==> src/rtl/bus_arbiter_pkg.sv <==
// Shared types and defaults for the single-port SRAM arbiter between the
// openmips fetch and data-memory ports.
package bus_arbiter_pkg;

    localparam int ARB_ADDR_W  = 32;
    localparam int ARB_DATA_W  = 32;
    localparam int ARB_TIMEOUT = 255;
    localparam int ARB_CNT_W   = 8;

    typedef enum logic [2:0] {
        IDLE,
        MEM_BUSY,
        IF_BUSY,
        MEM_DONE,
        IF_DONE
    } arb_state_t;

    typedef enum logic {
        CHIP_DISABLED = 1'b0,
        CHIP_ENABLED  = 1'b1
    } chip_status_t;

    typedef struct packed {
        logic                  we;
        logic [3:0]            sel;
        logic [ARB_ADDR_W-1:0] addr;
        logic [ARB_DATA_W-1:0] wdata;
    } arb_req_t;

    // Fetches are always full-word reads.
    function automatic arb_req_t fetch_req(input logic [ARB_ADDR_W-1:0] addr);
        arb_req_t r;
        r.we    = 1'b0;
        r.sel   = 4'b1111;
        r.addr  = addr;
        r.wdata = '0;
        return r;
    endfunction

endpackage

==> src/rtl/bus_arbiter_if.sv <==
// Core-side (rom/ram) and SRAM-side signal bundle of the arbiter.
interface bus_arbiter_if #(
    parameter int ADDR_W = 32,
    parameter int DATA_W = 32
);
    logic              if_ce_i;
    logic [ADDR_W-1:0] if_addr_i;
    logic [DATA_W-1:0] if_data_o;
    logic              if_stallreq_o;
    logic              flush_i;
    logic              mem_ce_i;
    logic              mem_we_i;
    logic [3:0]        mem_sel_i;
    logic [ADDR_W-1:0] mem_addr_i;
    logic [DATA_W-1:0] mem_data_i;
    logic [DATA_W-1:0] mem_data_o;
    logic              mem_stallreq_o;
    logic              sram_ce_o;
    logic              sram_we_o;
    logic [3:0]        sram_sel_o;
    logic [ADDR_W-1:0] sram_addr_o;
    logic [DATA_W-1:0] sram_data_o;
    logic [DATA_W-1:0] sram_data_i;
    logic              sram_ack_i;
    logic              bus_err_o;

    modport slave (
        input  if_ce_i, if_addr_i, flush_i,
        input  mem_ce_i, mem_we_i, mem_sel_i, mem_addr_i, mem_data_i,
        input  sram_data_i, sram_ack_i,
        output if_data_o, if_stallreq_o, mem_data_o, mem_stallreq_o,
        output sram_ce_o, sram_we_o, sram_sel_o, sram_addr_o, sram_data_o,
        output bus_err_o
    );

    modport master (
        output if_ce_i, if_addr_i, flush_i,
        output mem_ce_i, mem_we_i, mem_sel_i, mem_addr_i, mem_data_i,
        output sram_data_i, sram_ack_i,
        input  if_data_o, if_stallreq_o, mem_data_o, mem_stallreq_o,
        input  sram_ce_o, sram_we_o, sram_sel_o, sram_addr_o, sram_data_o,
        input  bus_err_o
    );
endinterface

==> src/rtl/arb_timeout_cnt.sv <==
// Wait-cycle counter for one SRAM transaction; o_expire flags the last
// permitted cycle without ack.
module arb_timeout_cnt
    import bus_arbiter_pkg::*;
#(
    parameter int LIMIT = ARB_TIMEOUT
) (
    input  logic clk,
    input  logic rst_n,
    input  logic i_clr,
    input  logic i_en,
    output logic o_expire
);
    localparam logic [ARB_CNT_W-1:0] LAST = ARB_CNT_W'(LIMIT - 1);

    logic [ARB_CNT_W-1:0] r_cnt;

    assign o_expire = i_en && (r_cnt == LAST);

    always_ff @(posedge clk or negedge rst_n) begin
        if (!rst_n) begin
            r_cnt <= '0;
        end else if (i_clr || o_expire) begin
            r_cnt <= '0;
        end else if (i_en) begin
            r_cnt <= r_cnt + 1'b1;
        end
    end

endmodule

==> src/rtl/bus_arbiter.sv <==
// Arbitrates fetch and data requests onto one registered SRAM port; data
// requests win, fetch results can be discarded by a pipeline flush.
module bus_arbiter
    import bus_arbiter_pkg::*;
#(
    parameter int ADDR_W  = ARB_ADDR_W,
    parameter int DATA_W  = ARB_DATA_W,
    parameter int TIMEOUT = ARB_TIMEOUT
) (
    input  logic           clk,
    input  logic           rst,
    bus_arbiter_if.slave   bus
);
    arb_state_t        r_state;
    arb_state_t        w_next_state;
    arb_req_t          r_req;
    logic              r_sram_ce;
    logic [DATA_W-1:0] r_if_data;
    logic [DATA_W-1:0] r_mem_data;
    logic              r_bus_err;
    logic              r_discard;

    logic w_busy;
    logic w_ack;
    logic w_expire;
    logic w_discard_now;

    assign w_busy        = (r_state == MEM_BUSY) || (r_state == IF_BUSY);
    assign w_ack         = w_busy && bus.sram_ack_i;
    assign w_discard_now = r_discard || bus.flush_i;

    arb_timeout_cnt #(.LIMIT(TIMEOUT)) u_timeout (
        .clk      (clk),
        .rst_n    (rst),
        .i_clr    (!w_busy || w_ack),
        .i_en     (w_busy && !w_ack),
        .o_expire (w_expire)
    );

    always_ff @(posedge clk or negedge rst) begin
        if (!rst) begin
            r_state <= IDLE;
        end else begin
            r_state <= w_next_state;
        end
    end

    always_comb begin
        w_next_state = r_state;
        case (r_state)
            IDLE: begin
                if (bus.mem_ce_i == CHIP_ENABLED) begin
                    w_next_state = MEM_BUSY;
                end else if (bus.if_ce_i == CHIP_ENABLED) begin
                    w_next_state = IF_BUSY;
                end
            end
            MEM_BUSY: begin
                if (w_ack || w_expire) begin
                    w_next_state = MEM_DONE;
                end
            end
            IF_BUSY: begin
                // A flushed fetch returns straight to IDLE so ctrl never sees IF_DONE.
                if (w_ack || w_expire) begin
                    w_next_state = w_discard_now ? IDLE : IF_DONE;
                end
            end
            MEM_DONE, IF_DONE: w_next_state = IDLE;
            default:           w_next_state = IDLE;
        endcase
    end

    always_ff @(posedge clk or negedge rst) begin
        if (!rst) begin
            r_req      <= '0;
            r_sram_ce  <= CHIP_DISABLED;
            r_if_data  <= '0;
            r_mem_data <= '0;
            r_bus_err  <= 1'b0;
            r_discard  <= 1'b0;
        end else begin
            r_bus_err <= 1'b0;
            case (r_state)
                IDLE: begin
                    if (bus.mem_ce_i == CHIP_ENABLED) begin
                        r_req     <= '{we: bus.mem_we_i, sel: bus.mem_sel_i,
                                       addr: bus.mem_addr_i, wdata: bus.mem_data_i};
                        r_sram_ce <= CHIP_ENABLED;
                    end else if (bus.if_ce_i == CHIP_ENABLED) begin
                        r_req     <= fetch_req(bus.if_addr_i);
                        r_sram_ce <= CHIP_ENABLED;
                    end
                end
                MEM_BUSY: begin
                    if (w_ack) begin
                        r_sram_ce <= CHIP_DISABLED;
                        if (!r_req.we) begin
                            r_mem_data <= bus.sram_data_i;
                        end
                    end else if (w_expire) begin
                        r_sram_ce  <= CHIP_DISABLED;
                        r_bus_err  <= 1'b1;
                        r_mem_data <= '0;
                    end
                end
                IF_BUSY: begin
                    if (w_ack || w_expire) begin
                        r_sram_ce <= CHIP_DISABLED;
                        r_discard <= 1'b0;
                        r_bus_err <= w_expire && !w_ack;
                        if (!w_discard_now) begin
                            r_if_data <= w_ack ? bus.sram_data_i : '0;
                        end
                    end else if (bus.flush_i) begin
                        r_discard <= 1'b1;
                    end
                end
                default: ;
            endcase
        end
    end

    assign bus.sram_ce_o      = r_sram_ce;
    assign bus.sram_we_o      = r_req.we;
    assign bus.sram_sel_o     = r_req.sel;
    assign bus.sram_addr_o    = ADDR_W'(r_req.addr);
    assign bus.sram_data_o    = DATA_W'(r_req.wdata);
    assign bus.if_data_o      = r_if_data;
    assign bus.mem_data_o     = r_mem_data;
    assign bus.bus_err_o      = r_bus_err;
    assign bus.if_stallreq_o  = bus.if_ce_i && (r_state != IF_DONE);
    assign bus.mem_stallreq_o = bus.mem_ce_i && (r_state != MEM_DONE);

endmodule
==> src/flat_wrapper.sv <==
// flat-port wrapper written by rule: the top's interface ports become plain ports
module bus_arbiter_flat import bus_arbiter_pkg::*;
#(
    parameter int ADDR_W  = ARB_ADDR_W,
    parameter int DATA_W  = ARB_DATA_W,
    parameter int TIMEOUT = ARB_TIMEOUT
)
  (clk, rst, bus_if_ce_i, bus_if_addr_i, bus_flush_i, bus_mem_ce_i, bus_mem_we_i, bus_mem_sel_i, bus_mem_addr_i, bus_mem_data_i, bus_sram_data_i, bus_sram_ack_i, bus_if_data_o, bus_if_stallreq_o, bus_mem_data_o, bus_mem_stallreq_o, bus_sram_ce_o, bus_sram_we_o, bus_sram_sel_o, bus_sram_addr_o, bus_sram_data_o, bus_bus_err_o);
  bus_arbiter_if #(.ADDR_W(ADDR_W), .DATA_W(DATA_W)) bus_i ();
  input  logic clk;
  input  logic rst;
  input wire logic [$bits(bus_i.if_ce_i)-1:0] bus_if_ce_i;
  input wire logic [$bits(bus_i.if_addr_i)-1:0] bus_if_addr_i;
  input wire logic [$bits(bus_i.flush_i)-1:0] bus_flush_i;
  input wire logic [$bits(bus_i.mem_ce_i)-1:0] bus_mem_ce_i;
  input wire logic [$bits(bus_i.mem_we_i)-1:0] bus_mem_we_i;
  input wire logic [$bits(bus_i.mem_sel_i)-1:0] bus_mem_sel_i;
  input wire logic [$bits(bus_i.mem_addr_i)-1:0] bus_mem_addr_i;
  input wire logic [$bits(bus_i.mem_data_i)-1:0] bus_mem_data_i;
  input wire logic [$bits(bus_i.sram_data_i)-1:0] bus_sram_data_i;
  input wire logic [$bits(bus_i.sram_ack_i)-1:0] bus_sram_ack_i;
  output wire logic [$bits(bus_i.if_data_o)-1:0] bus_if_data_o;
  output wire logic [$bits(bus_i.if_stallreq_o)-1:0] bus_if_stallreq_o;
  output wire logic [$bits(bus_i.mem_data_o)-1:0] bus_mem_data_o;
  output wire logic [$bits(bus_i.mem_stallreq_o)-1:0] bus_mem_stallreq_o;
  output wire logic [$bits(bus_i.sram_ce_o)-1:0] bus_sram_ce_o;
  output wire logic [$bits(bus_i.sram_we_o)-1:0] bus_sram_we_o;
  output wire logic [$bits(bus_i.sram_sel_o)-1:0] bus_sram_sel_o;
  output wire logic [$bits(bus_i.sram_addr_o)-1:0] bus_sram_addr_o;
  output wire logic [$bits(bus_i.sram_data_o)-1:0] bus_sram_data_o;
  output wire logic [$bits(bus_i.bus_err_o)-1:0] bus_bus_err_o;
  assign bus_i.if_ce_i = bus_if_ce_i;
  assign bus_i.if_addr_i = bus_if_addr_i;
  assign bus_i.flush_i = bus_flush_i;
  assign bus_i.mem_ce_i = bus_mem_ce_i;
  assign bus_i.mem_we_i = bus_mem_we_i;
  assign bus_i.mem_sel_i = bus_mem_sel_i;
  assign bus_i.mem_addr_i = bus_mem_addr_i;
  assign bus_i.mem_data_i = bus_mem_data_i;
  assign bus_i.sram_data_i = bus_sram_data_i;
  assign bus_i.sram_ack_i = bus_sram_ack_i;
  assign bus_if_data_o = bus_i.if_data_o;
  assign bus_if_stallreq_o = bus_i.if_stallreq_o;
  assign bus_mem_data_o = bus_i.mem_data_o;
  assign bus_mem_stallreq_o = bus_i.mem_stallreq_o;
  assign bus_sram_ce_o = bus_i.sram_ce_o;
  assign bus_sram_we_o = bus_i.sram_we_o;
  assign bus_sram_sel_o = bus_i.sram_sel_o;
  assign bus_sram_addr_o = bus_i.sram_addr_o;
  assign bus_sram_data_o = bus_i.sram_data_o;
  assign bus_bus_err_o = bus_i.bus_err_o;
  bus_arbiter #(.ADDR_W(ADDR_W), .DATA_W(DATA_W), .TIMEOUT(TIMEOUT)) u_core (.clk(clk), .rst(rst), .bus(bus_i));
endmodule
==> config.mk <==
export PLATFORM = sky130hd
export DESIGN_NAME = bus_arbiter_flat
export DESIGN_NICKNAME = d
export VERILOG_FILES = /design/src/rtl/bus_arbiter_pkg.sv /design/src/rtl/bus_arbiter_if.sv /design/src/rtl/arb_timeout_cnt.sv /design/src/rtl/bus_arbiter.sv /design/src/flat_wrapper.sv
export SDC_FILE = /design/constraint.sdc
export NUM_CORES = 1
export LEC_CHECK = 0
export BUFFER_PORTS_ARGS = -buffer_cell sky130_fd_sc_hd__buf_4
export CORE_MARGIN = 4
export CORE_UTILIZATION = 49
export DETAILED_ROUTE_END_ITERATION = 10
export PLACE_DENSITY_LB_ADDON = 0.1
export SLEW_MARGIN = 20
export SYNTH_ARGS = -nofsm -noshare
export SYNTH_HDL_FRONTEND = slang
export SYNTH_SLANG_ARGS = --single-unit
==> constraint.sdc <==
create_clock -name clk -period 2.2 [get_ports clk]
set_clock_uncertainty 0.05 [all_clocks]
set_input_delay 0.11 -clock clk [delete_from_list [all_inputs] [get_ports clk]]
set_output_delay 0.11 -clock clk [all_outputs]
set_load 0.005 [all_outputs]
==> results of run 1 <==
worst max path at each step:
stage,start,to,cells past startpoint
floorplan,u_core.r_state[1],u_core.bus.sram_addr_o[10],6
global placement,u_core.r_state[1],u_core.bus.sram_addr_o[11],4
detailed placement,u_core.r_state[1],u_core.bus.sram_addr_o[18],4
CTS,u_core.r_state[1],u_core.bus.sram_addr_o[23],4
global route,u_core.r_state[0],u_core.bus.sram_addr_o[14],4
finish,u_core.r_state[1],u_core.bus.sram_addr_o[14],4
routing by layer:
layer | track usage | wire length (um) | vias up
met5 | 0 | 12 | -
met4 | 0.146 | 1050 | 2
met3 | 0.0824 | 1830 | 76
met2 | 0.492 | 11900 | 328
met1 | 0.336 | 8900 | 3185
li1 | - | - | 2959
flip-flops by register name (all words and copies together) (netlist names):
register                flops
u_core.bus.bus_err_o        1
u_core.bus.if_data_o       32
u_core.bus.mem_data_o      32
u_core.bus.sram_addr_o     32
u_core.bus.sram_ce_o        1
u_core.bus.sram_data_o     32
u_core.bus.sram_sel_o       4
u_core.bus.sram_we_o        1
u_core.r_discard            1
u_core.r_state              3
u_core.u_timeout.r_cnt      8
Yosys cell counts, types with 3 or more instances:
master and number:
dfrtp_1 147, mux2_2 64, o21ai_0 61, inv_1 37, nand3_1 36, nand2_1 35, a22o_1 33, and3b_1 32
mux2i_1 32, o211ai_1 32, buf_2 23, clkbuf_1 15, nor3_1 8, o21ai_1 6, clkbuf_2 5, a21oi_1 4
buf_4 4, buf_6 4, o22a_1 4, nor3b_1 3, xor2_1 3
where the power goes:
group	switching, uW	internal (uW)
clock	1090	2200
sequential	898	3780
combinational	2460	2990
logic make-up after synthesis:
logic type / after synthesis
buffers and inverters: 88
multiplexers: 96
AO/OA/AOI/OAI: 151
AND/OR/NAND/NOR: 129
flip-flops: 147
adder cells (fa/ha/maj): 2
XOR/XNOR: 4
layout make-up:
cell class              count  area [um2]  share of cell area
flip-flops and latches    147        3680               0.335
repair buffers            403        3340               0.304
multi-input cells         382        2930               0.267
inverters                  37         139              0.0126
well taps                 180         225              0.0205
clock buffers              20         467              0.0425
clock inverters            11         205              0.0187
worst register-to-register path, stage by stage (launching register included):
cell and delay [ns]:
dfrtp_1 0.50, nor3_4 0.29, o21a_1 0.19, buf_4 0.29, mux2_2 0.39
per-stage QoR:
stage | utilization | area, um2 | total power (uW) | instances
after detailed placement | 0.662 | 9220 | 9840 | 1040
after floorplan | - | 6990 | 7190 | 617
after global routing | 0.788 | 11000 | 14100 | 1180
after CTS | 0.788 | 11000 | 13300 | 1180
final | 0.788 | 11000 | 13400 | 1180
after global placement | 0.662 | 9220 | 9640 | 1040
==> results_dict.tcl, run 1 <==
set metrics [dict create \
    whs_ns 0.0158 \
    synth_fa_ha_area_frac 0.00358 \
    hold_violations 0 \
    tritoncts "done" \
    gp_congestion 0.793 \
    insertion_delay_ns 0.42 \
    wl_per_cell_um 20.1 \
    holdCritStartpoint "bus_if_addr_i[28]" \
    critPathLaunchType "register" \
    arrival_ns 2.08 \
    path_max_fanout 21 \
    final_common_cell "buf_4" \
    cts.sink_count 147 \
    muxShareOfSynthArea 0.149 \
    power.density_nw_per_um2 1220 \
    detail_route.iter0.violations 514 \
    whs_path_depth 3 \
    ant_nets 0 \
    rsz0062_at_grt "no" \
    r2r-end "u_core.bus.sram_addr_o[14]" \
    status "complete, no violations" \
    path_buf_inv 1 \
    timing.final.crit_share 0.830 \
    cap_violations 0 \
    max_slew_margin 0.581 \
    cellLeakagePower_uw 0.00522 \
    num_vias 6550 \
    synth_area_leaders "dfrtp_1 53%, mux2_2 10%, mux2i_1 4.6%" \
    clockRootBuffer "clkbuf_16" \
    layout-drive-gt1-share 0.402 \
    layout_setup_ws_ns 0.374 \
    min_to "u_core.bus.sram_addr_o[28]" \
    via_per_inst 5.55 \
    mostFrequentLayoutCells "290 x buf_4, 147 x dfrtp_1, 109 x dlygate4sd3_1" \
    dpl.hpwl_mm 14.7 \
    yosysWarnings 0 \
    synthXorXnorAreaFrac 0.00501 \
    yosys.area_share.simple 0.112 \
    synth_top_family_by_area "multiplexers" \
    pin_count 276 \
    grt_pass1_vias 6953 \
    die_area_um2 16200 \
    overflow 0 \
    ctsHoldBuffers 109 \
    synth_top_area_share 0.526 \
    finalSetupTns_ns 0 \
    die_x_um 127 \
    syn_inst 617 \
    syn_nets 758 \
    first_pass_iters 6 \
    grt_antenna_before_repair 1 \
    synth_enable_flop_cells 0 \
    synth_area_um2 6990 \
    synth_compound_area_frac 0.145 \
    cts_buffers 17 \
    portBuffers 275 \
    finalSetupViolCount 0 \
    synth_top_area_cell "dfrtp_1" \
    cts_buffer_depth 2 \
    critPathKind "reg2reg" \
    timing.rr.start "u_core.r_state[1]" \
    cp-end-kind "register" \
    ys.flop_type "dfrtp_1" \
    cp_slowest_stage_delay_ns 0.50 \
    drc 0 \
    num_rows 43 \
    grt_max_degree 53 \
    clkTransAtPathRegs_ns 0.06 \
    final_nets 1129 \
    finalMaxSlewViolations 0 \
    grtUsageTotal 0.290 \
    ys_ff_latch 147 \
    ir_worst_vdd_mv 0.636 \
    start_util 0.501 \
    hold_path_class "in2reg" \
    crit_path_cell_trace "nor3_4 > o21a_1 > buf_4 > mux2_2" \
    synth_seq_area_share 0.526 \
    post-place-ws_ns 0.406 \
    htreeDepth 4 \
    avgSynthCellArea_um2 11.3 \
    ys_async_sr_fraction 1.00 \
    diodes 0 \
    yosysUniqueCellTypes 45 \
    layout_min_cycle_time_ns 1.83 \
    postCtsResizedCells 0 \
    cp_top_family "flip-flops" \
    tightest_slew_ns 0.628 \
    required_ns 2.46 \
    core_area_um2 13900 \
    r2r_slack_ns 0.37 \
    worstRegToRegCells 4 \
    slowest_stage "dfrtp_1" \
    fill_cells 861 \
    fmax_mhz 548 \
    wirelength_mm 23.7 \
    area_growth_pct 57.2 \
    fp.dieH_um 127 \
    grt_pass1_wl_mm 36.8 \
    cts_setup_buffers 0 \
]
Power figures use the tool's default switching activity.
==> run 2, diff against run 1 <==
==> constraint.sdc (replaced) <==
create_clock -name clk -period 1.8 [get_ports clk]
set_clock_uncertainty 0.05 [all_clocks]
set_input_delay 0.09 -clock clk [delete_from_list [all_inputs] [get_ports clk]]
set_output_delay 0.09 -clock clk [all_outputs]
set_load 0.005 [all_outputs]
==> run 2 against run 1 <==
  * Via count up 0.70%
  * Total power up 22%
  * Clock-buffer cell count is 1 lower
  * Wire length grew 1.5%
  * First-iteration DRC count decreased by 0.78%
  * Sequential cell count did not move
  * Sequential power rose by 21%
  * Worst hold slack got worse by 0.0024 ns
  * Cell count increased by 2.4%
  * Critical path type unchanged
==> results_dict.tcl, run 2 (synthesis results as in run 1) <==
set metrics [dict create \
    status "complete, no violations" \
    path_max_fanout 33 \
    cts.sink_count 147 \
    clockRootBuffer "clkbuf_16" \
    grt_pass1_vias 7115 \
    layout_setup_ws_ns 0.132 \
    whs_path_depth 3 \
    portBuffers 275 \
    pin_count 276 \
    post-place-ws_ns 0.161 \
    tritoncts "done" \
    required_ns 2.03 \
    grt_max_degree 61 \
    layout_min_cycle_time_ns 1.67 \
    wirelength_mm 24.1 \
    grtUsageTotal 0.299 \
    core_area_um2 13900 \
    fmax_mhz 600 \
    grt_antenna_before_repair 2 \
    path_buf_inv 0 \
    fill_cells 791 \
    num_rows 43 \
    tightest_slew_ns 0.598 \
    hold_path_class "in2reg" \
    arrival_ns 1.90 \
    overflow 0 \
    ant_nets 0 \
    cts_buffers 17 \
    die_area_um2 16200 \
    seqCellArea_um2 3680 \
    cp_top_family "simple AND/OR/NAND/NOR gates" \
    power.density_nw_per_um2 1460 \
    final_nets 1155 \
    clkTransAtPathRegs_ns 0.06 \
    path_depth 3 \
    via_per_inst 5.46 \
    finalMaxSlewViolations 0 \
    critPathKind "reg2reg" \
    ctsHoldBuffers 131 \
    hold_violations 0 \
    postCtsResizedCells 0 \
    gp_congestion 0.801 \
    cap_violations 0 \
    cellLeakagePower_uw 0.00531 \
    layout-drive-gt1-share 0.395 \
    rsz0062_at_grt "no" \
    final_common_cell "buf_4" \
    insertion_delay_ns 0.42 \
    start_util 0.501 \
    mostFrequentLayoutCells "290 x buf_4, 147 x dfrtp_1, 131 x dlygate4sd3_1" \
    dpl.hpwl_mm 15.2 \
    grt_pass1_wl_mm 38.0 \
    wl_per_cell_um 19.9 \
    first_pass_iters 5 \
    drc 0 \
    num_vias 6596 \
    multi_input_area_um2 2930 \
    finalSetupTns_ns 0 \
    crit_path_cell_trace "or3b_4 > o21ai_0 > o211ai_1" \
    ir_worst_vdd_mv 0.830 \
    htreeDepth 4 \
    timing.final.crit_share 0.927 \
    critPathLaunchType "register" \
    cp_slowest_stage_delay_ns 0.59 \
    cts_setup_buffers 0 \
    slowest_stage "or3b_4" \
    die_x_um 127 \
    max_slew_margin 0.602 \
    detail_route.iter0.violations 510 \
    area_growth_pct 60.9 \
    cts_buffer_depth 2 \
    cp-end-kind "register" \
    worstRegToRegCells 3 \
    finalSetupViolCount 0 \
    fp.dieH_um 127 \
]
-- run 2: cell types whose count changed in the layout (fill, tap and decap cells not counted), sizes merged, moves of 2 or more --
cell / previous run / this run
clkinvlp: 0 / 3
dlygate4sd3: 109 / 131
bufinv: 6 / 4
buf: 294 / 298
-- run 2: tightest hold or removal path: stages --
cell    delay, ns
buf_4        0.07
mux2_2       0.15
mux2_2       0.13
-- run 2: final timing paths --
kind,startpoint,end,slack [ns]
worst min-delay path,bus_mem_addr_i[7],u_core.bus.sram_addr_o[7],0.01
min in group asynchronous,rst,u_core.bus.sram_addr_o[11],0.18
worst max register to register,u_core.r_state[2],u_core.bus.if_data_o[25],0.13
max in group asynchronous,rst,u_core.bus.sram_addr_o[4],0.84
worst min register to register,u_core.bus.sram_data_o[7],u_core.bus.sram_data_o[7],0.46
worst max-delay path,u_core.r_state[2],u_core.bus.if_data_o[25],0.13
-- run 2: per-stage QoR --
stage,hold slack (ns),area (um2),cells,total power (uW),utilization
CTS,0.000312,11200,1207,16200,0.807
global placement,0.0528,9300,1044,11900,0.668
floorplan,-0.256,6990,617,8790,-
detailed placement,0.0629,9300,1044,12200,0.668
finish,0.0134,11200,1208,16400,0.807
global route,0.00584,11200,1208,17300,0.807
-- run 2: final cells by class --
type / instances / share of cell area
antenna: 1 / 0.000223
clock buffer: 19 / 0.0394
clock inverter: 13 / 0.0164
inverter: 37 / 0.0124
multi-input combinational: 382 / 0.261
sequential: 147 / 0.327
tap: 180 / 0.0200
timing repair buffer: 429 / 0.324
-- run 2: routing by layer --
metal	part of all wire	routed length, um	track usage
met1	0.37	8940	0.344
met2	0.50	12100	0.510
met3	0.082	1980	0.0844
met4	0.044	1070	0.153
met5	0.00050	12	0
-- run 2: power by group --
part | internal, uW | switching (uW) | total, uW
logic | 3820 | 3100 | 6920
clock network | 2350 | 1400 | 3760
registers | 4630 | 1060 | 5680
total | 10800 | 5560 | 16400
